## src/rtl/traffic_pkg.sv

```systemverilog
// Shared types and cycle codes for the traffic-light phase sequencer.
// Cycle codes match what the semaphore decoder expects on ciclo.
package traffic_pkg;

  typedef enum logic [1:0] {
    MODE_NORMAL = 2'd0,
    MODE_FLASH  = 2'd1,
    MODE_ALT    = 2'd2,
    MODE_ALLRED = 2'd3
  } mode_e;

  typedef enum logic [1:0] {
    ST_RUN     = 2'd0,
    ST_EXIT    = 2'd1,
    ST_SPECIAL = 2'd2,
    ST_ENTER   = 2'd3
  } state_e;

  localparam logic [4:0] CODE_G0    = 5'b00000;
  localparam logic [4:0] CODE_Y0    = 5'b00001;
  localparam logic [4:0] CODE_G1    = 5'b00010;
  localparam logic [4:0] CODE_Y1    = 5'b00011;
  localparam logic [4:0] CODE_G2    = 5'b00100;
  localparam logic [4:0] CODE_Y2    = 5'b00101;
  localparam logic [4:0] CODE_G3    = 5'b00110;
  localparam logic [4:0] CODE_CLR   = 5'b00111;
  localparam logic [4:0] CODE_FLASH = 5'b01000;
  localparam logic [4:0] CODE_ALT   = 5'b01001;

  function automatic logic [4:0] special_code(input mode_e m);
    case (m)
      MODE_FLASH: special_code = CODE_FLASH;
      MODE_ALT:   special_code = CODE_ALT;
      default:    special_code = CODE_CLR;
    endcase
  endfunction

endpackage

```

## src/rtl/tick_timer.sv

```systemverilog
// Phase timer: counts one-second ticks from zero, cleared on every phase change.
// expire is combinational and fires on the tick that completes `limit` ticks.
module tick_timer (
  input  logic       clk,
  input  logic       rst,
  input  logic       clr,
  input  logic       tick,
  input  logic [7:0] limit,
  output logic [7:0] count,
  output logic       expire
);

  always_ff @(posedge clk) begin
    if (rst) begin
      count <= 8'd0;
    end else if (clr) begin
      count <= 8'd0;
    end else if (tick) begin
      count <= count + 8'd1;
    end
  end

  assign expire = tick && (count == (limit - 8'd1));

endmodule

```

## src/rtl/phase_sequencer.sv

```systemverilog
// Steps four approaches through green/yellow/all-red on the 1 Hz tick and
// sequences entry to and exit from flashing, alternating and all-red modes.
module phase_sequencer
  import traffic_pkg::*;
#(
  parameter int GREEN_S  = 20,
  parameter int YELLOW_S = 3,
  parameter int ALLRED_S = 2,
  parameter int BLINK_S  = 3
) (
  input  logic       clk,
  input  logic       rst,
  input  logic       tick,
  input  logic [1:0] mode,
  output logic [4:0] ciclo,
  output logic       dest,
  output logic       phase_strobe
);

  localparam logic [7:0] LIM_G   = 8'(GREEN_S);
  localparam logic [7:0] LIM_Y   = 8'(YELLOW_S);
  localparam logic [7:0] LIM_R   = 8'(ALLRED_S);
  localparam logic [7:0] BLINK_T = 8'(GREEN_S - BLINK_S);

  state_e     state, state_n;
  logic [2:0] phase, phase_n;   // NORMAL phase index; equals its cycle code
  logic       change;
  logic       tmr_clr;
  logic [7:0] limit;
  logic [7:0] count;
  logic [7:0] cnt_nxt;
  logic       expire;
  mode_e      md;
  logic [4:0] code_n;
  logic       dest_n;

  assign md = mode_e'(mode);

  always_comb begin
    limit = LIM_R;
    case (state)
      ST_RUN: begin
        if (phase == 3'd7)   limit = LIM_R;
        else if (phase[0])   limit = LIM_Y;
        else                 limit = LIM_G;
      end
      ST_EXIT: limit = LIM_Y;
      default: limit = LIM_R;
    endcase
  end

  tick_timer u_timer (
    .clk    (clk),
    .rst    (rst),
    .clr    (tmr_clr),
    .tick   (tick),
    .limit  (limit),
    .count  (count),
    .expire (expire)
  );

  always_comb begin
    state_n = state;
    phase_n = phase;
    change  = 1'b0;
    case (state)
      ST_RUN: begin
        // Expiry wins over a mode request; the mode is then judged
        // against the phase that follows.
        if (expire) begin
          change = 1'b1;
          if (phase[0] && (md != MODE_NORMAL)) state_n = ST_SPECIAL;
          else                                 phase_n = 3'(phase + 3'd1);
        end else if (!phase[0] && (md != MODE_NORMAL)) begin
          change  = 1'b1;
          state_n = ST_EXIT;
        end
      end
      ST_EXIT: begin
        if (expire) begin
          change  = 1'b1;
          state_n = (md == MODE_NORMAL) ? ST_ENTER : ST_SPECIAL;
        end
      end
      ST_SPECIAL: begin
        if (md == MODE_NORMAL) begin
          change  = 1'b1;
          state_n = ST_ENTER;
        end
      end
      default: begin
        if (md != MODE_NORMAL) begin
          change  = 1'b1;
          state_n = ST_SPECIAL;
        end else if (expire) begin
          change  = 1'b1;
          state_n = ST_RUN;
          phase_n = 3'd0;
        end
      end
    endcase
  end

  // SPECIAL has no duration, so its timer is held at zero.
  assign tmr_clr = change || (state_n == ST_SPECIAL);
  assign cnt_nxt = tmr_clr ? 8'd0 : (count + {7'd0, tick});

  always_comb begin
    code_n = CODE_CLR;
    dest_n = 1'b0;
    case (state_n)
      ST_RUN: begin
        code_n = {2'b00, phase_n};
        dest_n = !phase_n[0] && (cnt_nxt >= BLINK_T);
      end
      ST_EXIT:    code_n = {2'b00, 3'(phase_n + 3'd1)};
      ST_SPECIAL: begin
        code_n = special_code(md);
        dest_n = (md == MODE_FLASH) || (md == MODE_ALT);
      end
      default:    code_n = CODE_CLR;
    endcase
  end

  always_ff @(posedge clk) begin
    if (rst) begin
      state        <= ST_ENTER;
      phase        <= 3'd0;
      ciclo        <= CODE_CLR;
      dest         <= 1'b0;
      phase_strobe <= 1'b0;
    end else begin
      state        <= state_n;
      phase        <= phase_n;
      ciclo        <= code_n;
      dest         <= dest_n;
      phase_strobe <= (code_n != ciclo);
    end
  end

endmodule

```

## config.mk

```make
export PLATFORM = sky130hd
export DESIGN_NAME = phase_sequencer
export DESIGN_NICKNAME = d
export VERILOG_FILES = /design/src/rtl/traffic_pkg.sv /design/src/rtl/tick_timer.sv /design/src/rtl/phase_sequencer.sv
export SDC_FILE = /design/constraint.sdc
export NUM_CORES = 1
export LEC_CHECK = 0
export CAP_MARGIN = 20
export CORE_ASPECT_RATIO = 2
export CORE_MARGIN = 4
export CORE_UTILIZATION = 50
export DETAILED_ROUTE_END_ITERATION = 8
export PLACE_DENSITY = 0.8
export SKIP_LAST_GASP = 1
export SLEW_MARGIN = 10
export SYNTH_ARGS = -nofsm -noshare
export SYNTH_HDL_FRONTEND = slang
export SYNTH_SLANG_ARGS = --single-unit
```

## constraint.sdc

```tcl
create_clock -name clk -period 7 [get_ports clk]
set_input_delay 0.7 -clock clk [delete_from_list [all_inputs] [get_ports clk]]
set_output_delay 0.7 -clock clk [all_outputs]
set_load 0.02 [all_outputs]
```

==> flow_summary_export.csv <==
group,metric,value,unit
floorplanning,die_w,48.8,um
clocking,cts_tree,"done",
global_routing,gr-usage-all-layers,18.5,%
finish,syn_to_final_growth,6.39,%
routing,route.detailed.drc,0,
timing,fin_ws,2.49,ns
min_path,min_path_type,"flop to flop",
routing,first_iter_violations,26,
logic_synthesis,ys_seq_area_share,22.8,%
routing,routed_wl,3690,um
setup_path,path_cells,"inv_1 -> ha_1 -> or3b_2 -> nor2_1 -> ha_1 -> inv_1 -> ha_1 -> xor2_1 -> nor4_2 -> and3_1 -> a211oi_4 -> or2_1 -> a2111o_1 -> a311oi_2 -> a41oi_1",
floorplanning,rows,29,
finish,drive_above_1_share,8.70,%
setup_path,criticalPathCategory,"flop to flop",
logic_synthesis,synth_area_leader_cell,"dfxtp_1",
clocking,post_cts_buffers,0,
global_routing,grt_max_degree,14,
timing,fin_crit_sh,64.4,%
setup_path,startpoint_type,"flop",
pwr,p_leak,0.716,nW
flow_run,cap_viol_max_count,0,
place,port_buffers,10,
floorplanning,fp.dieH,89.6,um
setup_path,slowest_delay,0.53,ns
routing,vias_per_cell,6.25,
clocking,path_clk_slew,0.07,ns
floorplanning,initial_core_util,52.2,%
setup_path,end_kind,"flop",
timing,max_freq,222,MHz
timing,rsz0062_at_grt,"false",
setup_path,path_max_fanout,10,
timing,fin_skew,0.00699,ns
logic_synthesis,synth_area,0.00167,mm2
global_routing,grt_pass1_wl,6640,um
global_routing,antenna_found_initial,0,
floorplanning,coreArea,0.00319,mm2
clocking,cts-htree-levels,1,
finish,layout_commonest_cell,"nor2_1",
floorplanning,num_io_pins,12,
logic_synthesis,ys_async_sr_fraction,0,%
timing,tns,0,ns
finish,insertedDiodeCount,0,
timing,tightest_slew,0.610,ns
outcome,status,"complete, no violations",
place,dp_hpwl,2890,um
timing,relSlewSlack,58.3,%
routing,dr_total_vias,1487,
setup_path,cp_slowest_cell,"or3b_2",
routing,firstDrtPassIters,4,
finish,final_cell_mix,"22 x nor2_1, 19 x dfxtp_1, 16 x ha_1, 12 x nand2_1",
clocking,ctsHoldBuffers,0,
logic_synthesis,syn_inst,205,
logic_synthesis,synthDominantCellAreaShare,22.8,%
global_routing,gr-total-overflow,0,
clocking,cts_buffer_depth,2,
logic_synthesis,ys_warn_count,0,
setup_path,arrival,4.63,ns
clocking,clock_latency,0.26,ns
place,dpl_worst_slack,2.55,ns
timing,setup-violations-final,0,
clocking,cts_resized,0,
pwr,powerDensity,342,mW/mm2
clocking,cts_root_buffer,"clkbuf_8",
place,placed_cells,234,
pwr,worst_ir_drop_vdd,161,uV
setup_path,worstPathRequired,7.12,ns
finish,final-instance-count-excl-fill,238,
floorplanning,die-area,0.00437,mm2
clocking,clock-sinks,19,
logic_synthesis,synth_edf_count,0,
timing,period_minus_slack,4.51,ns
timing,slew_violations,0,
logic_synthesis,ys_seq_elements,19,
logic_synthesis,postSynthAreaPerCell,8.12,um2
routing,routedWlPerCell,15.5,um
clocking,cts_made_buffers,3,
finish,layout.nets,229,
logic_synthesis,ys.flop_type,"dfxtp_1",
logic_synthesis,synth_cell_types,58,
logic_synthesis,syn_nets,226,
timing,hold_violations,0,
global_routing,first_global_vias,1527,
logic_synthesis,synthTopCellsByArea,"dfxtp_1 23%, ha_1 12%, nor2_1 5.0%",
setup_path,cp_common_cell,"ha_1",
place,place.gp.congestion,0.915,
routing,drtAntennaViolNets,0,
power by group:
| part | switching, W | internal, W |
|---|---|---|
| logic | 0.000217 | 0.000157 |
| clock network | 0.0000362 | 0.0000405 |
| registers | 0.0000254 | 0.000130 |
routing by layer:
layer,share of wire (%),vias to the layer above,routed length (um),track usage [%]
li1,-,743,-,-
met1,39,711,1450,17.8
met2,56,25,2080,37.6
met3,1.9,8,70,1.65
met4,2.3,0,86,9.80
met5,0,-,0,0
cell type report:
class / instances / area [um2]
fill: 311 / 1420
clock buffer: 4 / 45.0
inverter: 10 / 37.5
sequential: 19 / 380
timing repair buffer: 10 / 100
multi-input combinational: 164 / 1170
tap: 31 / 38.8
cells in the mapped netlist, types with 3 or more instances:
master	count
xnor2_1	6
nor2_1	22
a211o_1	3
nand2b_1	6
o21ai_0	10
nor3_1	5
dfxtp_1	19
buf_6	3
or2_2	4
ha_1	16
nor2b_1	5
nand4_1	6
o22ai_1	3
clkbuf_1	5
a21oi_1	8
nand2_1	12
xor2_1	6
inv_1	10
nand3_1	7
logic make-up after synthesis:
group / synth area share, %
adders and majority gates: 12.0
other: 0.225
buffers and inverters: 6.91
muxes: 2.10
and+or+nand+nor: 25.7
AOI/OAI and AO/OA: 23.9
DFF: 22.8
xor gates and xnor gates: 6.31
flip-flops by register name, indices dropped and copies added, names as in the netlist:
name,flops
dest,1
u_timer.count,8
state,2
phase_strobe,1
phase,3
ciclo,4
critical path: cells and delay by family (launching register included):
| family | cells | cell delay, ns |
|---|---|---|
| compound gates | 4 | 1.01 |
| xor+xnor | 1 | 0.15 |
| fa+ha+maj | 3 | 0.87 |
| buf+inv | 2 | 0.18 |
| flops | 1 | 0.39 |
| simple gates | 5 | 1.77 |
per-stage QoR:
stage	hold WS [ns]	area (um2)	power, W	util, %
after CTS	0.614	1770	0.000607	55.5
after detailed placement	0.601	1730	0.000529	54.1
after floorplan	0.545	1670	0.000456	-
after global routing	0.655	1770	0.000663	55.5
final	0.610	1770	0.000606	55.5
after global placement	0.585	1730	0.000521	54.1
worst paths after layout:
| check | startpoint | endpoint | slack (ns) | cells past startpoint |
|---|---|---|---|---|
| setup / recovery | state[0] | phase_strobe | 2.49 | 15 |
| hold / removal | u_timer.count[1] | u_timer.count[1] | 0.61 | 2 |
| setup reg to reg | state[0] | phase_strobe | 2.49 | 15 |
| hold reg to reg | u_timer.count[1] | u_timer.count[1] | 0.61 | 2 |
No activity file was read; power rests on OpenSTA's default activity.
